$ cat config.mk
export PLATFORM = sky130hd
export DESIGN_NAME = booth_share_ctrl_flat
export DESIGN_NICKNAME = d
export VERILOG_FILES = /design/src/rtl/booth_share_ctrl_pkg.sv /design/src/rtl/booth_share_ctrl_if.sv /design/src/rtl/booth_share_ctrl_rr_arb2.sv /design/src/rtl/booth_share_ctrl.sv /design/src/flat_wrapper.sv
export SDC_FILE = /design/constraint.sdc
export NUM_CORES = 1
export LEC_CHECK = 0
export ABC_AREA = 1
export BUFFER_PORTS_ARGS = -buffer_cell sky130_fd_sc_hd__buf_2
export CAP_MARGIN = 20
export CORE_ASPECT_RATIO = 2
export CORE_MARGIN = 5
export CORE_UTILIZATION = 29
export CTS_BUF_LIST = sky130_fd_sc_hd__clkbuf_2 sky130_fd_sc_hd__clkbuf_4 sky130_fd_sc_hd__clkbuf_8
export DETAILED_ROUTE_END_ITERATION = 16
export GPL_ROUTABILITY_DRIVEN = 0
export PLACE_DENSITY = 0.54
export SYNTH_ARGS = -nofsm -noshare
export SYNTH_HDL_FRONTEND = slang
export SYNTH_SLANG_ARGS = --single-unit
$ cat constraint.sdc
create_clock -name clk -period 4.35 [get_ports clk]
set_input_delay 0.87 -clock clk [delete_from_list [all_inputs] [get_ports clk]]
set_output_delay 0.87 -clock clk [all_outputs]
set_load 0.05 [all_outputs]
$ cat src/rtl/booth_share_ctrl_pkg.sv
// booth_share_ctrl_pkg: shared widths and FSM state encoding for the
// Booth multiplier sharing controller.
package booth_share_ctrl_pkg;

   localparam int OPW = 8;
   localparam int PRW = 16;

   typedef enum logic [2:0] {
      IDLE   = 3'd0,
      LOAD_M = 3'd1,
      LOAD_Q = 3'd2,
      WAIT   = 3'd3,
      RESP   = 3'd4
   } state_t;

endpackage

$ cat src/rtl/booth_share_ctrl_if.sv
// booth_share_ctrl_if: requester handshakes, response channels and the
// multiplier bgn/ibus/obus/stop bus seen by the sharing controller.
interface booth_share_ctrl_if;
   import booth_share_ctrl_pkg::*;

   logic           req0_valid;
   logic [OPW-1:0] req0_x;
   logic [OPW-1:0] req0_y;
   logic           req0_ready;
   logic           rsp0_valid;
   logic [PRW-1:0] rsp0_prod;
   logic           rsp0_err;
   logic           rsp0_ready;

   logic           req1_valid;
   logic [OPW-1:0] req1_x;
   logic [OPW-1:0] req1_y;
   logic           req1_ready;
   logic           rsp1_valid;
   logic [PRW-1:0] rsp1_prod;
   logic           rsp1_err;
   logic           rsp1_ready;

   logic           mul_bgn;
   logic [OPW-1:0] mul_ibus;
   logic [OPW-1:0] mul_obus;
   logic           mul_stop;
   logic           busy;

   modport slave (
      input  req0_valid, req0_x, req0_y, rsp0_ready,
      input  req1_valid, req1_x, req1_y, rsp1_ready,
      input  mul_obus, mul_stop,
      output req0_ready, rsp0_valid, rsp0_prod, rsp0_err,
      output req1_ready, rsp1_valid, rsp1_prod, rsp1_err,
      output mul_bgn, mul_ibus, busy
   );

   modport master (
      output req0_valid, req0_x, req0_y, rsp0_ready,
      output req1_valid, req1_x, req1_y, rsp1_ready,
      output mul_obus, mul_stop,
      input  req0_ready, rsp0_valid, rsp0_prod, rsp0_err,
      input  req1_ready, rsp1_valid, rsp1_prod, rsp1_err,
      input  mul_bgn, mul_ibus, busy
   );

endinterface

$ cat src/rtl/booth_share_ctrl_rr_arb2.sv
// rr_arb2: two-way round-robin grant. rr_ptr names the side that wins
// when both requesters are valid; a lone requester always wins.
module rr_arb2 (
   input  logic [1:0] valid,
   input  logic       rr_ptr,
   output logic [1:0] grant,
   output logic       any
);

   // Favour the rr_ptr side on a tie, otherwise grant whoever is asking
   always_comb begin
      grant = 2'b00;
      if (valid[0] && (!valid[1] || !rr_ptr)) begin
         grant[0] = 1'b1;
      end
      if (valid[1] && (!valid[0] || rr_ptr)) begin
         grant[1] = 1'b1;
      end
   end

   assign any = |valid;

endmodule

$ cat src/rtl/booth_share_ctrl.sv
// booth_share_ctrl: shares one 8-bit Booth multiplier between two requesters.
// Grants round-robin, feeds x then y onto ibus, rebuilds the 16-bit product
// from the last two obus bytes before stop rises, and returns it to the owner.
// A watchdog aborts with rsp_err if stop never rises.
module booth_share_ctrl
   import booth_share_ctrl_pkg::*;
#(
   parameter int TIMEOUT = 64
) (
   input  logic              clk,
   input  logic              rst_b,
   booth_share_ctrl_if.slave bus
);

   localparam int WDW = $clog2(TIMEOUT);
   localparam logic [WDW-1:0] WDOG_LAST = WDW'(TIMEOUT - 1);

   state_t         state;
   state_t         state_nxt;
   logic           rr_ptr;
   logic           owner;
   logic [OPW-1:0] x_r;
   logic [OPW-1:0] y_r;
   logic [OPW-1:0] hist_hi;
   logic [OPW-1:0] hist_lo;
   logic [PRW-1:0] prod_r;
   logic           err_r;
   logic           stop_d;
   logic [WDW-1:0] wdog;
   logic [1:0]     grant;
   logic           any_valid;
   logic           stop_edge;
   logic           wdog_done;
   logic           rsp_take;

   rr_arb2 u_arb (
      .valid  ({bus.req1_valid, bus.req0_valid}),
      .rr_ptr (rr_ptr),
      .grant  (grant),
      .any    (any_valid)
   );

   assign stop_edge = bus.mul_stop & ~stop_d;
   assign wdog_done = (wdog == WDOG_LAST);
   assign rsp_take  = owner ? bus.rsp1_ready : bus.rsp0_ready;

   // State register; reset drops any operation in flight without a response
   always_ff @(posedge clk or negedge rst_b) begin
      if (!rst_b) begin
         state <= IDLE;
      end else begin
         state <= state_nxt;
      end
   end

   // Next state plus Moore outputs decoded from the state; req_ready is the only combinational grant
   always_comb begin
      state_nxt      = state;
      bus.req0_ready = 1'b0;
      bus.req1_ready = 1'b0;
      bus.rsp0_valid = 1'b0;
      bus.rsp0_prod  = '0;
      bus.rsp0_err   = 1'b0;
      bus.rsp1_valid = 1'b0;
      bus.rsp1_prod  = '0;
      bus.rsp1_err   = 1'b0;
      bus.mul_bgn    = 1'b0;
      bus.mul_ibus   = '0;
      bus.busy       = 1'b1;
      unique case (state)
         IDLE: begin
            bus.busy       = 1'b0;
            bus.req0_ready = grant[0];
            bus.req1_ready = grant[1];
            if (any_valid) begin
               state_nxt = LOAD_M;
            end
         end
         LOAD_M: begin
            bus.mul_bgn  = 1'b1;
            bus.mul_ibus = x_r;
            state_nxt    = LOAD_Q;
         end
         LOAD_Q: begin
            bus.mul_ibus = y_r;
            state_nxt    = WAIT;
         end
         WAIT: begin
            if (stop_edge || wdog_done) begin
               state_nxt = RESP;
            end
         end
         RESP: begin
            if (owner) begin
               bus.rsp1_valid = 1'b1;
               bus.rsp1_prod  = prod_r;
               bus.rsp1_err   = err_r;
            end else begin
               bus.rsp0_valid = 1'b1;
               bus.rsp0_prod  = prod_r;
               bus.rsp0_err   = err_r;
            end
            if (rsp_take) begin
               state_nxt = IDLE;
            end
         end
         default: begin
            state_nxt = IDLE;
         end
      endcase
   end

   // Operand capture on grant, obus history and watchdog while waiting, product hold and round-robin update
   always_ff @(posedge clk or negedge rst_b) begin
      if (!rst_b) begin
         rr_ptr  <= 1'b0;
         owner   <= 1'b0;
         x_r     <= '0;
         y_r     <= '0;
         hist_hi <= '0;
         hist_lo <= '0;
         prod_r  <= '0;
         err_r   <= 1'b0;
         stop_d  <= 1'b0;
         wdog    <= '0;
      end else begin
         stop_d <= bus.mul_stop;
         unique case (state)
            IDLE: begin
               if (any_valid) begin
                  owner <= grant[1];
                  x_r   <= grant[1] ? bus.req1_x : bus.req0_x;
                  y_r   <= grant[1] ? bus.req1_y : bus.req0_y;
               end
            end
            LOAD_Q: begin
               wdog <= '0;
            end
            WAIT: begin
               hist_hi <= hist_lo;
               hist_lo <= bus.mul_obus;
               wdog    <= wdog + WDW'(1);
               if (stop_edge) begin
                  prod_r <= {hist_hi, hist_lo};
                  err_r  <= 1'b0;
               end else if (wdog_done) begin
                  prod_r <= '0;
                  err_r  <= 1'b1;
               end
            end
            RESP: begin
               if (rsp_take) begin
                  rr_ptr <= ~owner;
               end
            end
            default: begin
            end
         endcase
      end
   end

endmodule
$ cat src/flat_wrapper.sv
// flat-port wrapper written by rule: the top's interface ports become plain ports
module booth_share_ctrl_flat import booth_share_ctrl_pkg::*;
#(
   parameter int TIMEOUT = 64
)
  (clk, rst_b, bus_req0_valid, bus_req0_x, bus_req0_y, bus_rsp0_ready, bus_req1_valid, bus_req1_x, bus_req1_y, bus_rsp1_ready, bus_mul_obus, bus_mul_stop, bus_req0_ready, bus_rsp0_valid, bus_rsp0_prod, bus_rsp0_err, bus_req1_ready, bus_rsp1_valid, bus_rsp1_prod, bus_rsp1_err, bus_mul_bgn, bus_mul_ibus, bus_busy);
  booth_share_ctrl_if bus_i ();
  input  logic clk;
  input  logic rst_b;
  input wire logic [$bits(bus_i.req0_valid)-1:0] bus_req0_valid;
  input wire logic [$bits(bus_i.req0_x)-1:0] bus_req0_x;
  input wire logic [$bits(bus_i.req0_y)-1:0] bus_req0_y;
  input wire logic [$bits(bus_i.rsp0_ready)-1:0] bus_rsp0_ready;
  input wire logic [$bits(bus_i.req1_valid)-1:0] bus_req1_valid;
  input wire logic [$bits(bus_i.req1_x)-1:0] bus_req1_x;
  input wire logic [$bits(bus_i.req1_y)-1:0] bus_req1_y;
  input wire logic [$bits(bus_i.rsp1_ready)-1:0] bus_rsp1_ready;
  input wire logic [$bits(bus_i.mul_obus)-1:0] bus_mul_obus;
  input wire logic [$bits(bus_i.mul_stop)-1:0] bus_mul_stop;
  output wire logic [$bits(bus_i.req0_ready)-1:0] bus_req0_ready;
  output wire logic [$bits(bus_i.rsp0_valid)-1:0] bus_rsp0_valid;
  output wire logic [$bits(bus_i.rsp0_prod)-1:0] bus_rsp0_prod;
  output wire logic [$bits(bus_i.rsp0_err)-1:0] bus_rsp0_err;
  output wire logic [$bits(bus_i.req1_ready)-1:0] bus_req1_ready;
  output wire logic [$bits(bus_i.rsp1_valid)-1:0] bus_rsp1_valid;
  output wire logic [$bits(bus_i.rsp1_prod)-1:0] bus_rsp1_prod;
  output wire logic [$bits(bus_i.rsp1_err)-1:0] bus_rsp1_err;
  output wire logic [$bits(bus_i.mul_bgn)-1:0] bus_mul_bgn;
  output wire logic [$bits(bus_i.mul_ibus)-1:0] bus_mul_ibus;
  output wire logic [$bits(bus_i.busy)-1:0] bus_busy;
  assign bus_i.req0_valid = bus_req0_valid;
  assign bus_i.req0_x = bus_req0_x;
  assign bus_i.req0_y = bus_req0_y;
  assign bus_i.rsp0_ready = bus_rsp0_ready;
  assign bus_i.req1_valid = bus_req1_valid;
  assign bus_i.req1_x = bus_req1_x;
  assign bus_i.req1_y = bus_req1_y;
  assign bus_i.rsp1_ready = bus_rsp1_ready;
  assign bus_i.mul_obus = bus_mul_obus;
  assign bus_i.mul_stop = bus_mul_stop;
  assign bus_req0_ready = bus_i.req0_ready;
  assign bus_rsp0_valid = bus_i.rsp0_valid;
  assign bus_rsp0_prod = bus_i.rsp0_prod;
  assign bus_rsp0_err = bus_i.rsp0_err;
  assign bus_req1_ready = bus_i.req1_ready;
  assign bus_rsp1_valid = bus_i.rsp1_valid;
  assign bus_rsp1_prod = bus_i.rsp1_prod;
  assign bus_rsp1_err = bus_i.rsp1_err;
  assign bus_mul_bgn = bus_i.mul_bgn;
  assign bus_mul_ibus = bus_i.mul_ibus;
  assign bus_busy = bus_i.busy;
  booth_share_ctrl #(.TIMEOUT(TIMEOUT)) u_core (.clk(clk), .rst_b(rst_b), .bus(bus_i));
endmodule
# --- After elaboration in Yosys (flattened, before gate mapping) ---
# Cells that the tools add are included.
word_totals:
  mem_bits_ro: 0
  wordCells: 70
  latch_bits: 0
  inputBits: 47
  regBits: 61
  mem_count: 0
  out_inout_bits: 48
  ramBits: 0
op_classes:
  n_bitwise: 3
  n_mul: 0
  reduce_logical: 16
  mux: 31
  n_div: 0
  order_cmp: 0
  eq_ne: 8
  addsub: 1
  n_shift: 0
op_table:
  columns: ["operator", "count"]
  rows:
  - ["16-bit 2-to-1 mux", 6]
  - ["1-bit 2-to-1 mux", 17]
  - ["8-bit 2-to-1 mux", 2]
  - ["8-bit case mux with 2 select lines", 1]
  - ["3-bit case mux with 5 select lines", 1]
  - ["6-bit case mux with 2 select lines", 1]
  - ["3-bit 2-to-1 mux", 3]
  - ["6-bit by 1-bit adder with 6-bit output, second input constant", 1]
  - ["3-bit by 2-bit == test with 1-bit output, second input constant", 2]
  - ["6-bit == test, second input constant", 1]
  - ["2-bit by 1-bit != test with 1-bit output, second input constant", 3]
  - ["2-bit AND reduction", 3]
  - ["2-bit nonzero test", 2]
  - ["3-bit by 1-bit == test with 1-bit output, second input constant", 1]
  - ["3-bit == test, second input constant", 1]
  - ["1-bit logical NOT", 3]
  - ["3-bit logical NOT", 1]
  - ["1-bit logical OR", 3]
  - ["3-bit AND reduction", 1]
  - ["1-bit logical AND", 2]
  - ["1-bit inverter", 2]
  - ["2-bit OR reduction", 1]
  - ["1-bit bitwise AND", 1]

# --- Logic depth before layout (Yosys ltp) ---
# Gate-level depths: netlist (run 1).
depth:
  depth_word: 5
  depth_mapped: 8
  ltp_nobuf: 7

# --- By module ---
# Synthesis (run 1) repeated with hierarchy kept, for this count alone.
hier_totals:
  hier_cells: 421
  hier_area_um2: 3104.2
by_module_without_submodules:
  columns: ["module", "seq_area_each_um2", "area_each_um2", "cells_per_inst", "n_inst"]
  rows:
  - ["booth_share_ctrl", 1526.5, 3078.0, 415, 1]
  - ["rr_arb2", 0.0, 26.3, 6, 1]

# --- Worst setup path before layout (run 1) ---
# OpenSTA, ideal clock, no wires.
synth_timing:
  path_type: "input port to output port"
  startpoint: "in bus_req1_valid"
  endpoint: "out bus_req0_ready"
  slack_ns: 1.450
  arrival_time_ns: 2.030
  n_path_buf: 2
  cell_stages: 3
  t_required_ns: 3.480
  path_cell_list: "buf_2 > buf_1 > a21oi_1"
synth_between:
  elab_chain_len: 5
synth_lines:
  columns: ["element", "line", "source"]
  rows:
  - ["from (decl)", "flat_wrapper.sv:14", "input wire logic [$bits(bus_i.req1_valid)-1:0] bus_req1_valid;"]
  - ["1-bit logical NOT", "booth_share_ctrl_rr_arb2.sv:13", "if (valid[0] && (!valid[1] || !rr_ptr)) begin"]
  - ["1-bit logical OR", "booth_share_ctrl_rr_arb2.sv:13", null]
  - ["1-bit logical AND", "booth_share_ctrl_rr_arb2.sv:13", null]
  - ["1-bit 2-to-1 mux", "booth_share_ctrl_rr_arb2.sv:13", null]
  - ["1-bit 2-to-1 mux", "booth_share_ctrl.sv:70", "unique case (state)"]
  - ["to (decl)", "flat_wrapper.sv:20", "output wire logic [$bits(bus_i.req0_ready)-1:0] bus_req0_ready;"]
# Every way passes these cells.

# --- Worst setup path in the final report (run 1) ---
layout_timing:
  startpoint: "in bus_req0_valid"
  endpoint: "out bus_req1_ready"
layout_between:
  elab_chain_len: 5
layout_lines:
  columns: ["element", "line", "source"]
  rows:
  - ["from (decl)", "flat_wrapper.sv:10", "input wire logic [$bits(bus_i.req0_valid)-1:0] bus_req0_valid;"]
  - ["1-bit logical NOT", "booth_share_ctrl_rr_arb2.sv:16", "if (valid[1] && (!valid[0] || rr_ptr)) begin"]
  - ["1-bit logical OR", "booth_share_ctrl_rr_arb2.sv:16", null]
  - ["1-bit logical AND", "booth_share_ctrl_rr_arb2.sv:16", null]
  - ["1-bit 2-to-1 mux", "booth_share_ctrl_rr_arb2.sv:16", null]
  - ["1-bit 2-to-1 mux", "booth_share_ctrl.sv:70", null]
  - ["to (decl)", "flat_wrapper.sv:24", "output wire logic [$bits(bus_i.req1_ready)-1:0] bus_req1_ready;"]
# Every way passes these cells.

==> results of run 1 <==
==> worst paths after layout <==
check | startpoint | cells past startpoint | end
hold reg to reg | u_core.hist_hi[3] | 2 | u_core.hist_hi[3]
hold / removal | u_core.hist_hi[3] | 2 | u_core.hist_hi[3]
setup reg to reg | u_core.state[0] | 7 | u_core.prod_r[15]
setup / recovery | bus_req0_valid | 6 | bus_req1_ready
max in group asynchronous | rst_b | 2 | u_core.y_r[3]
min in group asynchronous | rst_b | 1 | u_core.x_r[7]
==> synthesized netlist by cell type, drive strengths merged <==
cell,n,area share
nand2,207,0.26
dfrtp,61,0.50
nand3,49,0.081
nor2,49,0.065
inv,32,0.040
buf,12,0.020
a21oi,3,0.0049
clkinv,3,0.0037
o21ai,3,0.0049
clkbuf,2,0.0025
o21bai,2,0.0049
a22o,1,0.0029
ha,1,0.0041
nand3b,1,0.0025
or2,1,0.0021
==> final cells by class <==
type / instances / share of cell area
sequential: 61 / 0.396
multi-input combinational: 317 / 0.340
timing repair buffer: 97 / 0.128
tap: 137 / 0.0444
clock buffer: 10 / 0.0357
inverter: 35 / 0.0341
clock inverter: 6 / 0.0224
==> registers in the layout (all words and copies together) (netlist names) <==
| register | cells |
|---|---|
| u_core.x_r | 8 |
| u_core.hist_hi | 8 |
| u_core.hist_lo | 8 |
| u_core.state | 3 |
| u_core.wdog | 6 |
| u_core.y_r | 8 |
| u_core.prod_r | 16 |
| u_core.rr_ptr | 1 |
| u_core.err_r | 1 |
| u_core.owner | 1 |
| u_core.stop_d | 1 |
==> power groups by stage <==
stage          Clock [uW]  Combinational [uW]  Sequential [uW]
5_1_grt               605                1100              997
3_5_place_dp            0                 982              978
3_3_place_gp            0                 964              971
6_report              564                 963              960
4_1_cts               580                 985              968
2_1_floorplan           0                 769              920
==> tightest hold or removal path: stages, from the launching register on <==
cell and delay [ps]:
dfrtp_1 350, nand2_1 50, nand2_1 50
==> logic make-up (layout without fill, tap and decap cells) <==
logic type	after synthesis	after routing
and+or+nand+nor	307	307
DFF	61	61
buffers and inverters	49	148
AOI/OAI and AO/OA	9	9
adders and majority gates	1	1
==> metrics by stage <==
stage	worst slack [ps]	cells
final	1380	663
after global routing	1270	663
after CTS	1370	663
after detailed placement	1370	647
after global placement	1380	647
after floorplan	1450	427
==> layer usage <==
layer | track usage | vias to the layer above | routed length, um
li1 | - | 1493 | -
met1 | 0.138 | 1289 | 3000
met2 | 0.245 | 70 | 4270
met3 | 0.0245 | 11 | 402
met4 | 0.0571 | 0 | 131
met5 | 0 | - | 0
==> results.json, run 1 <==
{
  "outcome": "finished, final reports clean",
  "cp_top_family": "simple AND/OR/NAND/NOR gates",
  "leakagePower_uw": 0.00226,
  "initial_core_util": 0.292,
  "drt_iter0_markers": 133,
  "slew_headroom": 0.389,
  "syn_inst": 427,
  "grt_max_degree": 43,
  "fp.dieH_um": 155,
  "final_core_util": 0.371,
  "synth_compound_area_frac": 0.0177,
  "ys_ff_latch": 61,
  "htree_levels": 3,
  "drc": 0,
  "drv_cap": 0,
  "cts.sinks": 61,
  "layout_common_cells": "nand2_1 (203), buf_2 (94), dfrtp_1 (61), nand3_1 (49), nor2_1 (45)",
  "setup_viol": 0,
  "power_per_cell_area_nw_per_um2": 645,
  "yosys.area_share.simple": 0.410,
  "ioPinCount": 95,
  "cts_tree": "built",
  "yosysUniqueCellTypes": 21,
  "p_switching_uw": 1080,
  "cpMaxStageDelayCell": "nand2_1",
  "synth.mux.area_fraction": 0,
  "combPwrFrac": 0.387,
  "dieWidth_um": 82.4,
  "power_uw": 2490,
  "synth_warnings": 0,
  "nets": 569,
  "grt_pass1_vias": 2870,
  "p_int_uw": 1410,
  "root_buffer": "clkbuf_8",
  "max_stage_delay_ps": 340,
  "viasPerCell": 4.32,
  "post_drt_wl_per_cell_um": 11.8,
  "cp.buffers_inverters": 3,
  "hold_viol": 0,
  "core_area_um2": 10400,
  "cts.path.max_buffers": 2,
  "dp_hpwl_um": 6170,
  "dpl_cell_area_um2": 3630,
  "cp.required_ps": 3480,
  "max_freq_ghz": 0.336,
  "numCtsBuffers": 9,
  "synth_fa_ha_area_frac": 0.00412,
  "tns_ps": 0,
  "final_max_slew_viol_count": 0,
  "cts_hold_buf": 0,
  "hold_ws_ps": 476,
  "worstPathMaxFanout": 17,
  "die_area_um2": 12700,
  "fin_area_um2": 3860,
  "post_cts_resized": 0,
  "avgSynthCellArea_um2": 7.11,
  "drt_wl_total_um": 7810,
  "fin_crit_ps": 2970,
  "skew_ps": 12.9,
  "pwr-share-clk": 0.227,
  "timing.hold.worst.class": "reg -> reg",
  "r2r_slack_ps": 2610,
  "diodes": 0,
  "drive_above_1_share": 0.236,
  "multi_input_area_um2": 1310,
  "area.growth.synth_to_final_pct": 27.0,
  "fillCellCount": 1175,
  "final.period_utilization": 0.684,
  "path_class": "in -> out",
  "ys_seq_area_frac": 0.502,
  "endpoint_kind": "output pin",
  "worst_slew_pin_slew_ps": 917,
  "port_buffers": 94,
  "globalRouteOverflowTotal": 0,
  "clkTransAtPathRegs_ps": 70,
  "antenna_found_initial": 0,
  "synth-xor-area-share": 0,
  "grt_pass1_wl_um": 13000,
  "drt_pass1_iterations": 4,
  "num_vias": 2863,
  "synthesis.area_um2": 3040,
  "arrival_ps": 2100,
  "track_usage": 0.132,
  "ant_nets": 0,
  "synth_top_family_by_area": "simple AND/OR/NAND/NOR gates",
  "vdd.ir_drop.worst_uv": 388,
  "switching_share": 0.433,
  "rsz0062_at_grt": "false",
  "critPathLaunchType": "primary input",
  "seqPwrFrac": 0.386,
  "cts_setup_buffers": 0,
  "final_common_cell": "nand2_1",
  "core.rowCount": 53,
  "crit_chain": "buf_2 -> nand2_1 -> buf_4 -> nand2_1 -> nor2_1 -> buf_2",
  "insertion_delay_ps": 340,
  "regArea_um2": 1530,
  "synth_nets": 475
}
No activity file was read; power rests on OpenSTA's default activity.
==> inputs of run 2 (changes only) <==
- PLACE_DENSITY: 0.54 -> 0.56
- clock period: 4.35 -> 2.6 ns (I/O delays scaled with it)
==> results.json, run 2 (same netlist as run 1, synthesis figures left out) <==
{
  "fp.dieH_um": 155,
  "worstPathMaxFanout": 18,
  "setup_slack_ps": 174,
  "largest_reg_flops": 16,
  "cp.buffers_inverters": 2,
  "crit_top_cell": "nor2_1",
  "fillCellCount": 1142,
  "cts_hold_buf": 0,
  "ant_nets": 0,
  "grt_pass1_wl_um": 13100,
  "initial_core_util": 0.292,
  "cts.path.max_buffers": 2,
  "nets": 572,
  "cpMaxStageDelayCell": "dfrtp_1",
  "final_common_cell": "nand2_1",
  "viasPerCell": 4.35,
  "antenna_found_initial": 0,
  "regArea_um2": 1530,
  "vdd.ir_drop.worst_uv": 629,
  "dp_hpwl_um": 6360,
  "clkTransAtPathRegs_ps": 70,
  "diodes": 0,
  "core.rowCount": 53,
  "die_area_um2": 12700,
  "drt_wl_total_um": 8120,
  "met3_usage": 0.0390,
  "grtUsageMet2": 0.247,
  "multi_input_area_um2": 1310,
  "fin_area_um2": 3920,
  "worst_slew_pin_slew_ps": 674,
  "grt-busiest-layer": "met2",
  "top_register": "u_core.prod_r",
  "ioPinCount": 95,
  "drc": 0,
  "root_buffer": "clkbuf_8",
  "grt_util_met1": 0.138,
  "numCtsBuffers": 9,
  "dpl_cell_area_um2": 3670,
  "grt_max_degree": 35,
  "hold_viol": 0,
  "post_cts_resized": 0,
  "max_stage_delay_ps": 400,
  "layout_common_cells": "nand2_1 (203), buf_2 (94), dfrtp_1 (61), nand3_1 (49), nor2_1 (45)",
  "cp_top_family": "simple AND/OR/NAND/NOR gates",
  "outcome": "finished, final reports clean",
  "globalRouteOverflowTotal": 0,
  "rsz0062_at_grt": "false",
  "htree_levels": 3,
  "drt_iter0_markers": 115,
  "final_max_slew_viol_count": 0,
  "hold_ws_ps": 215,
  "drv_cap": 0,
  "area.growth.synth_to_final_pct": 28.9,
  "final.period_utilization": 0.933,
  "cts.sinks": 61,
  "cts_tree": "built",
  "cp.required_ps": 2080,
  "timing.hold.worst.class": "in -> async",
  "dp_slack_ps": 513,
  "leakagePower_uw": 0.00230,
  "grt_pass1_vias": 2814,
  "insertion_delay_ps": 340,
  "dieWidth_um": 82.4,
  "drive_above_1_share": 0.239,
  "track_usage": 0.136,
  "max_freq_ghz": 0.412,
  "power_per_cell_area_nw_per_um2": 1100,
  "critPathLaunchType": "register",
  "cts_setup_buffers": 0,
  "skew_ps": 12.0,
  "setup_viol": 0,
  "tns_ps": 0,
  "endpoint_kind": "output pin",
  "port_buffers": 94,
  "path_class": "reg -> out",
  "arrival_ps": 1910,
  "drt_pass1_iterations": 4,
  "crit_chain": "inv_1 -> nand2_1 -> nor2_1 -> nand2_2 -> nor2_1 -> buf_2",
  "num_vias": 2893,
  "post_drt_wl_per_cell_um": 12.2,
  "fin_crit_ps": 2430,
  "slew_headroom": 0.550,
  "core_area_um2": 10400
}
==> run 2: changes by cell type in the layout (fill, tap and decap cells not counted), sizes merged <==
cell / before / now
clkbuf: 10 / 11
buf: 97 / 100
clkinvlp: 1 / 0
clkinv: 6 / 4
bufinv: 2 / 3
==> run 2: worst paths after layout <==
| check | startpoint | cells after the start | slack, ps | end |
|---|---|---|---|---|
| setup reg to reg | u_core.state[0] | 6 | 920 | u_core.prod_r[6] |
| hold / removal | rst_b | 1 | 220 | u_core.prod_r[2] |
| max in group asynchronous | rst_b | 2 | 1760 | u_core.stop_d |
| min in group clk | bus_mul_stop | 1 | 310 | u_core.stop_d |
| setup / recovery | u_core.state[1] | 6 | 170 | bus_rsp0_prod[14] |
| hold reg to reg | u_core.hist_hi[2] | 2 | 470 | u_core.prod_r[10] |
==> run 2: final cells by class <==
| type | count | share of cell area |
|---|---|---|
| multi-input combinational | 317 | 0.335 |
| sequential | 61 | 0.390 |
| clock buffer | 11 | 0.0387 |
| inverter | 35 | 0.0336 |
| tap | 137 | 0.0438 |
| clock inverter | 4 | 0.0243 |
| timing repair buffer | 100 | 0.135 |
==> run 2: stage by stage <==
stage | instances | power [uW] | util
after floorplan | 427 | 2830 | -
after global placement | 650 | 3240 | 0.352
after detailed placement | 650 | 3290 | 0.352
after CTS | 665 | 4360 | 0.376
after global routing | 665 | 4640 | 0.376
final | 665 | 4310 | 0.376
==> run 2: report_power, final <==
| group | leakage [uW] | internal (uW) | total, uW | switching (uW) |
|---|---|---|---|---|
| Sequential | 0.000774 | 1340 | 1600 | 259 |
| Clock | 0.000125 | 682 | 1050 | 367 |
| Combinational | 0.00140 | 468 | 1650 | 1190 |
| Total | 0.00230 | 2490 | 4310 | 1810 |
==> run 2: layer usage <==
metal / share of wire / wire, um
met3: 0.063 / 510
met2: 0.54 / 4350
met5: 0 / 0
met1: 0.38 / 3100
met4: 0.019 / 155
